**src/rtl/fp_int64_to_fp_serial.sv**
```systemverilog
// Multi-cycle 64-bit integer to FP32/FP64 converter (FCVT.{S,D}.{L,LU}).
// Define FP_INT64_CVT_LZC_EN to replace the iterative shifter with a one-cycle LZC + barrel shift.
module fp_int64_to_fp_serial #(
  parameter int unsigned SHIFT_PER_CYCLE = 4
) (
  input  logic        clk,
  input  logic        rst_n,
  input  logic        req_valid,
  output logic        req_ready,
  input  logic [2:0]  command,
  input  logic [2:0]  rounding_mode,
  input  logic [63:0] int_src,
  output logic        resp_valid,
  input  logic        resp_ready,
  output logic [63:0] fp_result,
  output logic [4:0]  write_flags_value
);

  // command: 0 = S_L, 1 = S_LU, 2 = D_L, 3 = D_LU; 4..7 are illegal and dropped.
  typedef enum logic [1:0] {StIdle, StNormalize, StRound, StDone} state_e;

  state_e      state_q, state_d;
  logic        is_double_q, is_double_d;
  logic        sign_q, sign_d;
  logic [2:0]  rm_q, rm_d;
  logic [63:0] mag_q, mag_d;
  logic [5:0]  lz_q, lz_d;
  logic [63:0] result_q, result_d;
  logic [4:0]  flags_q, flags_d;

  logic        src_sign;
  logic [63:0] src_mag;

  logic [22:0] frac_s, frac_s_rnd;
  logic [51:0] frac_d, frac_d_rnd;
  logic        g, r, s, lsb, inc, carry_s, carry_d;
  logic [10:0] exp_base, exp_rnd;
  logic [63:0] rnd_result;
  logic        rnd_nx;

  assign req_ready         = (state_q == StIdle);
  assign resp_valid        = (state_q == StDone);
  assign fp_result         = result_q;
  assign write_flags_value = flags_q;

  // Signed commands have command[0] == 0; -2^63 negates to itself, which is the right magnitude.
  assign src_sign = ~command[0] & int_src[63];
  assign src_mag  = src_sign ? (~int_src + 64'd1) : int_src;

`ifdef FP_INT64_CVT_LZC_EN
  logic [5:0] lzc;
  always_comb begin
    lzc = '0;
    for (int i = 0; i < 64; i++) begin
      if (mag_q[i]) lzc = 6'(63 - i);
    end
  end
`endif

  // Rounding datapath; mag_q is normalized (bit 63 set) whenever this is consumed.
  always_comb begin
    frac_s = mag_q[62:40];
    frac_d = mag_q[62:11];
    if (is_double_q) begin
      g        = mag_q[10];
      r        = mag_q[9];
      s        = |mag_q[8:0];
      lsb      = frac_d[0];
      exp_base = 11'd1086 - {5'd0, lz_q};
    end else begin
      g        = mag_q[39];
      r        = mag_q[38];
      s        = |mag_q[37:0];
      lsb      = frac_s[0];
      exp_base = 11'd190 - {5'd0, lz_q};
    end
    case (rm_q)
      3'd1:    inc = 1'b0;
      3'd2:    inc = sign_q & (g | r | s);
      3'd3:    inc = ~sign_q & (g | r | s);
      3'd4:    inc = g;
      default: inc = g & (r | s | lsb);
    endcase
    {carry_s, frac_s_rnd} = {1'b0, frac_s} + {23'd0, inc};
    {carry_d, frac_d_rnd} = {1'b0, frac_d} + {52'd0, inc};
    if (is_double_q) begin
      exp_rnd    = exp_base + {10'd0, carry_d};
      rnd_result = {sign_q, exp_rnd, frac_d_rnd};
    end else begin
      exp_rnd    = exp_base + {10'd0, carry_s};
      rnd_result = {32'hffff_ffff, sign_q, exp_rnd[7:0], frac_s_rnd};
    end
    rnd_nx = g | r | s;
  end

  always_comb begin
    state_d     = state_q;
    is_double_d = is_double_q;
    sign_d      = sign_q;
    rm_d        = rm_q;
    mag_d       = mag_q;
    lz_d        = lz_q;
    result_d    = result_q;
    flags_d     = flags_q;
    unique case (state_q)
      StIdle: begin
        if (req_valid && !command[2]) begin
          is_double_d = command[1];
          sign_d      = src_sign;
          rm_d        = rounding_mode;
          mag_d       = src_mag;
          lz_d        = '0;
          if (src_mag == 64'd0) begin
            result_d = '0;
            flags_d  = '0;
            state_d  = StDone;
          end else begin
            state_d = StNormalize;
          end
        end
      end
      StNormalize: begin
`ifdef FP_INT64_CVT_LZC_EN
        mag_d   = mag_q << lzc;
        lz_d    = lzc;
        state_d = StRound;
`else
        if (mag_q[63]) begin
          state_d = StRound;
        end else if (mag_q[63 -: SHIFT_PER_CYCLE] == '0) begin
          mag_d = mag_q << SHIFT_PER_CYCLE;
          lz_d  = lz_q + 6'(SHIFT_PER_CYCLE);
        end else begin
          mag_d = mag_q << 1;
          lz_d  = lz_q + 6'd1;
        end
`endif
      end
      StRound: begin
        result_d = rnd_result;
        flags_d  = {4'd0, rnd_nx};
        state_d  = StDone;
      end
      StDone: begin
        if (resp_ready) state_d = StIdle;
      end
      default: state_d = StIdle;
    endcase
  end

  always_ff @(posedge clk or negedge rst_n) begin
    if (!rst_n) begin
      state_q     <= StIdle;
      is_double_q <= 1'b0;
      sign_q      <= 1'b0;
      rm_q        <= '0;
      mag_q       <= '0;
      lz_q        <= '0;
      result_q    <= '0;
      flags_q     <= '0;
    end else begin
      state_q     <= state_d;
      is_double_q <= is_double_d;
      sign_q      <= sign_d;
      rm_q        <= rm_d;
      mag_q       <= mag_d;
      lz_q        <= lz_d;
      result_q    <= result_d;
      flags_q     <= flags_d;
    end
  end

endmodule

```
**config.mk**
```make
export PLATFORM = sky130hd
export DESIGN_NAME = fp_int64_to_fp_serial
export DESIGN_NICKNAME = d
export VERILOG_FILES = /design/src/rtl/fp_int64_to_fp_serial.sv
export SDC_FILE = /design/constraint.sdc
export NUM_CORES = 1
export LEC_CHECK = 0
export BUFFER_PORTS_ARGS = -buffer_cell sky130_fd_sc_hd__buf_2
export CAP_MARGIN = 20
export CORE_MARGIN = 5
export CORE_UTILIZATION = 50
export DETAILED_ROUTE_END_ITERATION = 10
export GPL_ROUTABILITY_DRIVEN = 0
export GPL_TIMING_DRIVEN = 1
export PLACE_DENSITY = 0.74
export SYNTH_ARGS = -nofsm -noshare
export SYNTH_HDL_FRONTEND = slang
export SYNTH_SLANG_ARGS = --single-unit
```
**constraint.sdc**
```tcl
create_clock -name clk -period 5.1 [get_ports clk]
set_clock_uncertainty 0.15 [all_clocks]
set_input_delay 1.02 -clock clk [delete_from_list [all_inputs] [get_ports clk]]
set_output_delay 1.02 -clock clk [all_outputs]
set_load 0.1 [all_outputs]
```
**Yosys cells after proc, flatten, opt, wreduce, memory -nomap -nowiden**

Cells that the tools add are included.

- Bits in registers: 146
- Bits in latches: 0
- Memory bits (writable): 0
- Bits in read-only memories: 0
- Input port bits: 74
- Word-level logic and storage cells: 82
- Memories: 0

- $add $sub $neg: 9
- Multiply operators: 0
- Divide/modulo/power cells: 0
- Magnitude comparators: 0
- Eq/ne operators: 12
- Shift operators: 0
- Mux-type cells: 27
- Bitwise logic cells: 11
- Reduce and logical (&&, ||, !) cells: 14

Operators by type and width:

| kind | number |
|---|---|
| 64-bit 2-to-1 mux | 7 |
| 64-bit one-hot mux with 2 select lines | 2 |
| 64-bit by 1-bit adder with 64-bit output, second input constant | 1 |
| 64-bit zero test | 1 |
| 64-bit NOT | 1 |
| 52-bit by 1-bit adder with 53-bit output | 1 |
| 38-bit OR reduction | 1 |
| 23-bit by 1-bit adder with 24-bit output | 1 |
| 6-bit 2-to-1 mux | 3 |
| 6-bit one-hot mux with 2 select lines | 1 |
| 11-bit by 1-bit adder with 11-bit output | 1 |
| 11-bit 2-to-1 mux | 1 |
| 11-bit by 6-bit subtractor with 11-bit output, first input constant | 1 |
| 5-bit 2-to-1 mux | 2 |
| 5-bit one-hot mux with 2 select lines | 1 |
| 3-bit AND reduction | 3 |
| 9-bit OR reduction | 1 |
| 8-bit by 6-bit subtractor with 9-bit output, first input constant | 1 |
| 8-bit by 1-bit adder with 8-bit output | 1 |
| 2-bit 2-to-1 mux | 4 |
| 2-bit one-hot mux with 4 select lines | 1 |
| 6-bit by 1-bit adder with 6-bit output, second input constant | 1 |
| 6-bit by 3-bit adder with 6-bit output, second input constant | 1 |
| 3-bit by 2-bit == test with 1-bit output, second input constant | 2 |
| other kinds (17) | 33 |

**Longest topological paths before layout**

Gate-level depths: netlist of the first run.

- Word-level depth: 10
- Mapped depth: 26
- Gate-level depth less buffers: 25

**Worst setup path before layout of the first run**

Ideal clock, no wire load.

- Path type: input to register
- From: in int_src[2]
- To: reg result_q[58], in the netlist fp_result[58]
- Arrival time: 4.870 ns
- Data required time: 4.822 ns
- Setup slack: -0.048 ns
- Stages on the path: 15
- Buffers on the path: 6
- Path through: buf_6 or4_1 buf_2 or4_1 buf_4 or4_1 buf_2 o41ai_4 xnor2_1 a2111oi_4 nand4_2 o31ai_2 buf_6 buf_12 mux2_1

- Longest elaborated chain between the ends: 6

RTL lines:

| item | line | RTL |
|---|---|---|
| start: declaration | 12 | `input logic [63:0] int_src,` |
| 64-bit NOT | 48 | `assign src_mag = src_sign ? (~int_src + 64'd1) : int_src;` |
| 64-bit by 1-bit adder with 64-bit output | 48 |  |
| 64-bit 2-to-1 mux * | 48 |  |
| 64-bit zero test * | 113 | `if (src_mag == 64'd0) begin` |
| 2-bit by 1-bit inequality test with 1-bit output (no line) * | n/a |  |
| 3-bit AND reduction (no line) * | n/a |  |
| end signal: assignment | 168 | `result_q <= result_d;` |
| end: declaration | 28 | `logic [63:0] result_q, result_d;` |

Every way passes the cells marked *; elsewhere a longest branch is shown, timed or not.
A chain may end at the register's enable or synchronous reset.

**Worst setup path in the final report of the first run**

- From: in int_src[22]
- To: reg result_q[23], in the netlist fp_result[23]

Same word-level chain as after synthesis.

==> impl_metrics.xml, run 1 <==
<?xml version="1.0" encoding="UTF-8"?>
<metrics>
  <group name="timing">
    <metric name="max_slew.worst_pin.slew" unit="ns">1.04</metric>
    <metric name="hold_violations" unit="">0</metric>
    <metric name="max_clock_freq" unit="MHz">197</metric>
    <metric name="timing.slew.headroom" unit="%">30.2</metric>
    <metric name="final.min_clock_period" unit="ns">5.09</metric>
    <metric name="finalCritPeriodShare" unit="%">99.7</metric>
    <metric name="finalMaxSlewViolations" unit="">0</metric>
    <metric name="setup_tns" unit="ns">0</metric>
    <metric name="final_critical_path_setup_slack" unit="ns">0.0147</metric>
    <metric name="finalSetupViolations" unit="">0</metric>
  </group>
  <group name="clock_network">
    <metric name="max-clock-path-buffers" unit="">2</metric>
    <metric name="worst_skew_pair.late_latency" unit="ns">0.43</metric>
    <metric name="cts_max_level" unit="">4</metric>
    <metric name="tritoncts_clock_tree" unit="">built</metric>
    <metric name="clock-sinks" unit="">142</metric>
    <metric name="holdBufCountCts" unit="">0</metric>
    <metric name="tritoncts.num_buffers" unit="">17</metric>
    <metric name="path_clk_slew" unit="ns">0.06</metric>
    <metric name="cts_root_buf" unit="">clkbuf_16</metric>
  </group>
  <group name="power_and_ir_drop">
    <metric name="ir_drop" unit="mV">0.440</metric>
    <metric name="power.static_leakage" unit="nW">5.83</metric>
    <metric name="swShare" unit="%">55.2</metric>
    <metric name="p_seq_share" unit="%">25.4</metric>
    <metric name="p_int" unit="W">0.00378</metric>
    <metric name="power.net_switching" unit="W">0.00465</metric>
    <metric name="pwr-share-comb" unit="%">59.5</metric>
    <metric name="p_clk_share" unit="%">15.1</metric>
    <metric name="cellPowerDensity" unit="mW/mm^2">603</metric>
  </group>
  <group name="detailed_routing">
    <metric name="vias_per_cell" unit="">6.34</metric>
    <metric name="drcViolationCount" unit="">0</metric>
    <metric name="wl_per_cell" unit="um">20.7</metric>
    <metric name="route.vias.total" unit="">12200</metric>
    <metric name="antenna_left" unit="">0</metric>
    <metric name="drt_initial_violations" unit="">1733</metric>
    <metric name="drt_pre_antenna_iters" unit="">7</metric>
    <metric name="wirelength" unit="um">40000</metric>
  </group>
  <group name="layout">
    <metric name="layout_commonest_cell" unit="">nand2_1</metric>
    <metric name="layout_common_cells" unit="">nand2_1, dfrtp_1, buf_2</metric>
    <metric name="n_antenna_cell" unit="">0</metric>
    <metric name="layout_overhead_on_the_synthesized_area" unit="%">19.9</metric>
    <metric name="num-nets-final" unit="">1686</metric>
    <metric name="drive_gt1_share" unit="%">22.9</metric>
  </group>
  <group name="yosys">
    <metric name="mappedNetlistArea" unit="mm^2">0.0117</metric>
    <metric name="async_reset_ff_share" unit="%">100</metric>
    <metric name="ys_ff_latch" unit="">142</metric>
    <metric name="most_used_flip_flop_cell_after_synthesis" unit="">dfrtp_1</metric>
    <metric name="seq_area_frac_synth" unit="%">30.4</metric>
    <metric name="synth_cell_types" unit="">74</metric>
    <metric name="synthesis.area_per_instance" unit="um^2">8.12</metric>
    <metric name="synth_warnings" unit="">0</metric>
    <metric name="post_synth_edffs" unit="">0</metric>
    <metric name="post_synthesis_cell_count" unit="">1437</metric>
  </group>
  <group name="worst_setup_path">
    <metric name="startpoint" unit="">int_src[22]</metric>
    <metric name="cp_data_arrival_time" unit="ns">5.25</metric>
    <metric name="reg2reg_from" unit="">mag_q[24]</metric>
    <metric name="worstSetupStartpointType" unit="">input port</metric>
    <metric name="cp.buffers_inverters" unit="">3</metric>
    <metric name="r2r.worst_path.cells" unit="">25</metric>
    <metric name="worstPathRequired" unit="ns">5.26</metric>
    <metric name="worst-path-stages" unit="">12</metric>
    <metric name="r2r-end" unit="">fp_result[56]</metric>
    <metric name="worst_path_largest_cell_delay" unit="ns">0.73</metric>
    <metric name="critical_path.slowest_cell" unit="">nor4_1</metric>
    <metric name="r2r_setup_slack" unit="ns">0.25</metric>
    <metric name="worst_path_dominant_cell_family" unit="">simple AND/OR/NAND/NOR gates</metric>
    <metric name="criticalPathCategory" unit="">in -&gt; reg</metric>
    <metric name="cp-end-kind" unit="">flop</metric>
    <metric name="ordered_list_of_cells_on_the_worst_path" unit="">buf_2, nor4_1, nand4_1, buf_4, o41ai_1, xor2_1, nand4_1, nor4_1, nand4_2, o31ai_4, buf_12, mux2_2</metric>
    <metric name="worstSetupEndpoint" unit="">fp_result[23]</metric>
    <metric name="critical_path_fanouts_max" unit="">41</metric>
  </group>
  <group name="global_routing">
    <metric name="grt_pass1_vias" unit="">11600</metric>
    <metric name="globalRouteMet2Util" unit="%">45.8</metric>
    <metric name="antenna_found_initial" unit="">0</metric>
    <metric name="grt-ovfl-total" unit="">0</metric>
    <metric name="grt.total_usage" unit="%">29.5</metric>
    <metric name="grt.met1_usage" unit="%">40.0</metric>
    <metric name="grt_pass1_wl" unit="um">62800</metric>
    <metric name="grt.busiest_layer" unit="">met2</metric>
    <metric name="grt_start_max_net_pins" unit="">108</metric>
    <metric name="gr-usage-met3" unit="%">5.69</metric>
  </group>
  <group name="floorplan">
    <metric name="row_count" unit="">56</metric>
    <metric name="design.die.area" unit="mm^2">0.0265</metric>
    <metric name="core_region_area" unit="mm^2">0.0233</metric>
    <metric name="num_io_pins" unit="">145</metric>
    <metric name="initial_core_util" unit="%">50.2</metric>
    <metric name="fp.dieH" unit="um">163</metric>
    <metric name="die_x" unit="um">163</metric>
  </group>
  <group name="place">
    <metric name="buffer_ports.inserted" unit="">140</metric>
    <metric name="dp_hpwl" unit="um">29400</metric>
    <metric name="post-place-ws" unit="ns">-0.290</metric>
  </group>
  <group name="run">
    <metric name="max-cap-violations" unit="">0</metric>
  </group>
  <group name="hold_path">
    <metric name="min_path_type" unit="">reg -&gt; reg</metric>
  </group>
  <group name="status">
    <metric name="outcome" unit="">finished clean</metric>
  </group>
</metrics>
==> Yosys cell counts, drive strengths merged (5+ instances only) <==
| cell type | n | area share (%) |
|---|---|---|
| a211oi | 14 | 0.90 |
| a21oi | 79 | 3.4 |
| a31oi | 11 | 0.59 |
| a41oi | 5 | 0.38 |
| and2 | 12 | 0.64 |
| and3 | 17 | 0.91 |
| and4 | 7 | 0.53 |
| buf | 22 | 1.5 |
| clkbuf | 116 | 3.7 |
| dfrtp | 142 | 30 |
| ha | 15 | 1.6 |
| inv | 56 | 1.8 |
| mux2 | 42 | 4.1 |
| mux2i | 60 | 5.1 |
| nand2 | 167 | 5.4 |
| nand2b | 6 | 0.32 |
| nand3 | 44 | 1.9 |
| nand4 | 38 | 2.1 |
| nor2 | 107 | 3.4 |
| nor2b | 7 | 0.38 |
| nor3 | 39 | 1.7 |
| nor3b | 5 | 0.32 |
| nor4 | 47 | 2.6 |
| o211a | 5 | 0.43 |
| o211ai | 13 | 0.84 |
| o21a | 5 | 0.32 |
| o21ai | 53 | 2.3 |
| o221ai | 41 | 3.1 |
| o2bb2ai | 23 | 1.7 |
| o31ai | 12 | 0.81 |
| o41ai | 7 | 0.75 |
| or3 | 8 | 0.43 |
| or4 | 18 | 1.2 |
| xnor2 | 80 | 6.0 |
| xor2 | 54 | 4.1 |
==> registers in the layout, summed over array words and instances (netlist names) <==
register and cells:
fp_result 64, mag_q 64, lz_q 6, rm_q 3, state_q 2, is_double_q 1
sign_q 1, write_flags_value 1
==> worst min path at each step <==
stage,start,endpoint,slack [ns],depth (start not counted)
2_1_floorplan,sign_q,sign_q,0.34,2
6_report,fp_result[47],fp_result[47],0.33,1
4_1_cts,fp_result[47],fp_result[47],0.34,1
5_1_grt,fp_result[55],fp_result[55],0.36,1
3_3_place_gp,fp_result[62],fp_result[62],0.32,1
3_5_place_dp,fp_result[47],fp_result[47],0.32,1
==> power by group through the flow <==
stage / Combinational, W / Clock (W) / Sequential [W]
after global placement: 0.00478 / 0 / 0.00211
after global routing: 0.00530 / 0.00134 / 0.00220
after floorplan: 0.00232 / 0 / 0.00337
after detailed placement: 0.00486 / 0 / 0.00213
final: 0.00502 / 0.00128 / 0.00214
after CTS: 0.00490 / 0.00128 / 0.00211
==> logic make-up after synthesis <==
family                     count (synthesis)  share of synthesized area, %
DFF                                      142                          30.4
and+or+nand+nor                          537                          22.8
xor gates and xnor gates                 134                          10.1
AOI/OAI and AO/OA                        311                          18.8
other                                      1                        0.0321
adders and majority gates                 15                          1.61
buffers and inverters                    195                          7.09
muxes                                    102                          9.20
==> worst reg2reg max path: stages, from the launching register on <==
cell and delay, ns:
dfrtp_1 0.41, nor4_4 0.32, nand4_1 0.23, nor3_2 0.24, o2111ai_2 0.19, a211oi_2 0.32, o21a_1 0.23, o32ai_4 0.11
a21oi_2 0.15, o2bb2ai_2 0.09, ha_1 0.20, ha_1 0.20, nand2_1 0.09, nor2_2 0.06, nand3_2 0.09, nor4_4 0.06
nand4b_1 0.13, nor2_1 0.06, ha_2 0.18, ha_1 0.21, nand2_2 0.07, mux2_4 0.31, a21oi_2 0.14, xnor2_1 0.13
a21oi_1 0.08, mux2_4 0.29
==> stage by stage <==
| stage | hold WS, ns | total power, W | area, um^2 | util (%) | cells |
|---|---|---|---|---|---|
| finish | 0.328 | 0.00844 | 14000 | 60.2 | 1929 |
| floorplan | 0.338 | 0.00569 | 11700 | - | 1440 |
| global placement | 0.315 | 0.00689 | 13300 | 57.1 | 1895 |
| CTS | 0.337 | 0.00829 | 13900 | 59.7 | 1927 |
| detailed placement | 0.324 | 0.00698 | 13300 | 57.1 | 1895 |
| global route | 0.361 | 0.00883 | 14000 | 60.2 | 1929 |
==> repair_timing <==
| item | in CTS | in global routing |
|---|---|---|
| gates resized for setup | 0 | 19 |
| setup buffers | 0 | 2 |
| endpoints found under the hold margin | 0 | 0 |
| setup endpoints to repair | 0 | 7 |
==> layout make-up <==
class | count | area, um^2
Fill cell | 2117 | 9260
Timing Repair Buffer | 276 | 1770
Inverter | 57 | 214
Clock inverter | 14 | 168
Multi-Input combinational cell | 1103 | 7470
Clock buffer | 18 | 429
Sequential cell | 142 | 3550
Tap cell | 319 | 399
==> layer usage <==
metal	up-vias	part of all wire (%)
met4	0	4.8
met5	-	0
met2	755	45
li1	5538	-
met3	151	9.4
met1	5780	41
Note: power is estimated with default switching activity, not from simulation.
==> run 2, diff against run 1 <==
--- a/config.mk
+++ b/config.mk
@@ -13,6 +13,7 @@
 export GPL_ROUTABILITY_DRIVEN = 0
 export GPL_TIMING_DRIVEN = 1
 export PLACE_DENSITY = 0.74
+export SETUP_SLACK_MARGIN = 0.1
 export SYNTH_ARGS = -nofsm -noshare
 export SYNTH_HDL_FRONTEND = slang
 export SYNTH_SLANG_ARGS = --single-unit
==> run 2 against run 1 <==
  * Non-clock buffer count is 10 higher
  * Register-to-register slack worse by 0.05 ns
  * Via count is 1.3% lower
  * Clock-buffer cell count is 8 higher
  * Utilization is 0.57 points higher
  * Critical path depth is 15 higher
  * Power is 0.59% higher
  * Die area stayed put
==> impl_metrics.xml, run 2 (synthesis gave the netlist of run 1 again) <==
<?xml version="1.0" encoding="UTF-8"?>
<metrics>
  <group name="detailed_routing">
    <metric name="drt_initial_violations" unit="">1123</metric>
    <metric name="antenna_left" unit="">0</metric>
    <metric name="wl_per_cell" unit="um">20.1</metric>
    <metric name="vias_per_cell" unit="">6.23</metric>
    <metric name="drt_pre_antenna_iters" unit="">6</metric>
    <metric name="drcViolationCount" unit="">0</metric>
    <metric name="route.vias.total" unit="">12100</metric>
    <metric name="wirelength" unit="um">39000</metric>
  </group>
  <group name="timing">
    <metric name="setup_tns" unit="ns">0</metric>
    <metric name="hold_violations" unit="">0</metric>
    <metric name="unrepaired_setup_endpoints_after_global_routing" unit="">yes</metric>
    <metric name="max_clock_freq" unit="MHz">204</metric>
    <metric name="timing.slew.headroom" unit="%">32.0</metric>
    <metric name="finalMaxSlewViolations" unit="">0</metric>
    <metric name="final.min_clock_period" unit="ns">4.90</metric>
    <metric name="finalSetupViolations" unit="">0</metric>
    <metric name="finalCritPeriodShare" unit="%">96.0</metric>
    <metric name="max_slew.worst_pin.slew" unit="ns">1.01</metric>
  </group>
  <group name="layout">
    <metric name="n_antenna_cell" unit="">0</metric>
    <metric name="num-nets-final" unit="">1696</metric>
    <metric name="layout_commonest_cell" unit="">nand2_1</metric>
    <metric name="multi_input_gate_area" unit="mm^2">0.00756</metric>
    <metric name="layout_common_cells" unit="">nand2_1, buf_4, dfrtp_1</metric>
    <metric name="final_cells" unit="">1938</metric>
    <metric name="layout_overhead_on_the_synthesized_area" unit="%">21.1</metric>
    <metric name="drive_gt1_share" unit="%">24.6</metric>
    <metric name="final-seq-area" unit="mm^2">0.00355</metric>
    <metric name="n_fill_cell" unit="">2052</metric>
  </group>
  <group name="floorplan">
    <metric name="num_io_pins" unit="">145</metric>
    <metric name="core_region_area" unit="mm^2">0.0233</metric>
    <metric name="die_x" unit="um">163</metric>
    <metric name="initial_core_util" unit="%">50.2</metric>
    <metric name="design.die.area" unit="mm^2">0.0265</metric>
    <metric name="fp.dieH" unit="um">163</metric>
    <metric name="row_count" unit="">56</metric>
  </group>
  <group name="worst_setup_path">
    <metric name="critical_path_fanouts_max" unit="">3</metric>
    <metric name="r2r_setup_slack" unit="ns">0.20</metric>
    <metric name="cp-end-kind" unit="">flop</metric>
    <metric name="criticalPathCategory" unit="">reg -&gt; reg</metric>
    <metric name="cp_data_arrival_time" unit="ns">5.06</metric>
    <metric name="worstPathRequired" unit="ns">5.26</metric>
    <metric name="worstSetupStartpointType" unit="">flop</metric>
  </group>
  <group name="clock_network">
    <metric name="tritoncts_clock_tree" unit="">built</metric>
    <metric name="max-clock-path-buffers" unit="">2</metric>
    <metric name="tritoncts.num_buffers" unit="">17</metric>
    <metric name="cts_root_buf" unit="">clkbuf_16</metric>
    <metric name="worst_skew_pair.late_latency" unit="ns">0.43</metric>
    <metric name="path_clk_slew" unit="ns">0.06</metric>
    <metric name="cts_max_level" unit="">4</metric>
    <metric name="clock-sinks" unit="">142</metric>
  </group>
  <group name="status">
    <metric name="outcome" unit="">finished clean</metric>
  </group>
  <group name="place">
    <metric name="place.detailed.instances" unit="">1900</metric>
    <metric name="buffer_ports.inserted" unit="">140</metric>
    <metric name="dp_hpwl" unit="um">29700</metric>
  </group>
  <group name="global_routing">
    <metric name="grt.total_usage" unit="%">29.1</metric>
    <metric name="grt_pass1_wl" unit="um">61500</metric>
    <metric name="grt_pass1_vias" unit="">11400</metric>
    <metric name="antenna_found_initial" unit="">0</metric>
    <metric name="grt_start_max_net_pins" unit="">89</metric>
    <metric name="grt-ovfl-total" unit="">0</metric>
  </group>
  <group name="run">
    <metric name="max-cap-violations" unit="">0</metric>
  </group>
  <group name="power_and_ir_drop">
    <metric name="cellPowerDensity" unit="mW/mm^2">600</metric>
    <metric name="ir_drop" unit="mV">0.500</metric>
    <metric name="power.static_leakage" unit="nW">5.89</metric>
    <metric name="total_power" unit="W">0.00849</metric>
  </group>
  <group name="hold_path">
    <metric name="min_path_type" unit="">reg -&gt; reg</metric>
  </group>
</metrics>
run 2: worst paths after layout:
| check | cells after the start | from | endpoint |
|---|---|---|---|
| worst min-delay path | 1 | fp_result[23] | fp_result[23] |
| worst max-delay path | 27 | mag_q[11] | fp_result[56] |
| min in group asynchronous | 1 | rst_n | fp_result[55] |
| worst min register to register | 1 | fp_result[23] | fp_result[23] |
| worst max register to register | 27 | mag_q[11] | fp_result[56] |
| max in group asynchronous | 2 | rst_n | fp_result[63] |
run 2: timing repair:
| action | 4_1_cts | 5_1_grt |
|---|---|---|
| setup endpoints to repair | 33 | 65 |
| pin swaps | 1 | 10 |
| hold buffers | 0 | 0 |
| buffers inserted | 2 | 5 |
| gates resized for setup | 1 | 21 |
run 2: layout make-up:
type                    count  area share, %
inverters                  57           1.51
clock inverters             5          0.390
repair buffers            286           13.0
flip-flops and latches    142           25.2
multi-input cells        1103           53.5
clock buffers              26           3.60
well taps                 319           2.82
run 2: worst max-delay path: stages, from the launching register on:
cell,delay (ns)
dfrtp_1,0.37
nor4_2,0.07
nand4_1,0.12
nor3_2,0.06
o2111ai_1,0.21
buf_4,0.17
a211oi_4,0.05
buf_4,0.14
o32ai_2,0.31
buf_4,0.18
o2bb2ai_2,0.12
ha_2,0.22
ha_1,0.17
nand2_1,0.07
nor2_2,0.15
nand3_2,0.13
nor4_4,0.32
nand4b_1,0.17
nor2_1,0.12
buf_4,0.11
ha_2,0.17
ha_2,0.17
nand2_1,0.06
mux2_4,0.32
a21oi_2,0.13
xnor2_1,0.13
a21oi_1,0.08
mux2_4,0.29
run 2: per-layer routing:
layer / part of all wire [%] / vias to the layer above / track usage, %
met5: 0 / - / 0
met4: 4.4 / 0 / 13.2
met3: 9.2 / 103 / 4.88
met2: 44 / 687 / 43.5
met1: 42 / 5710 / 41.4
li1: - / 5565 / -
run 2: power breakdown:
group          total [W]  switching [W]  internal (W)
registers        0.00211       0.000501       0.00161
clock network    0.00119       0.000463      0.000731
logic            0.00518        0.00365       0.00153
total            0.00849        0.00462       0.00387
run 2: through the flow:
stage                     setup WS (ns)  util, %  hold WS [ns]  instance area (um^2)
after floorplan                   0.103        -         0.338                 11800
after global placement           -0.378     57.6         0.335                 13400
after detailed placement         -0.407     57.6         0.341                 13400
after CTS                        0.0891     60.1         0.357                 14000
after global routing            0.00583     60.8         0.372                 14100
final                             0.203     60.8         0.353                 14100
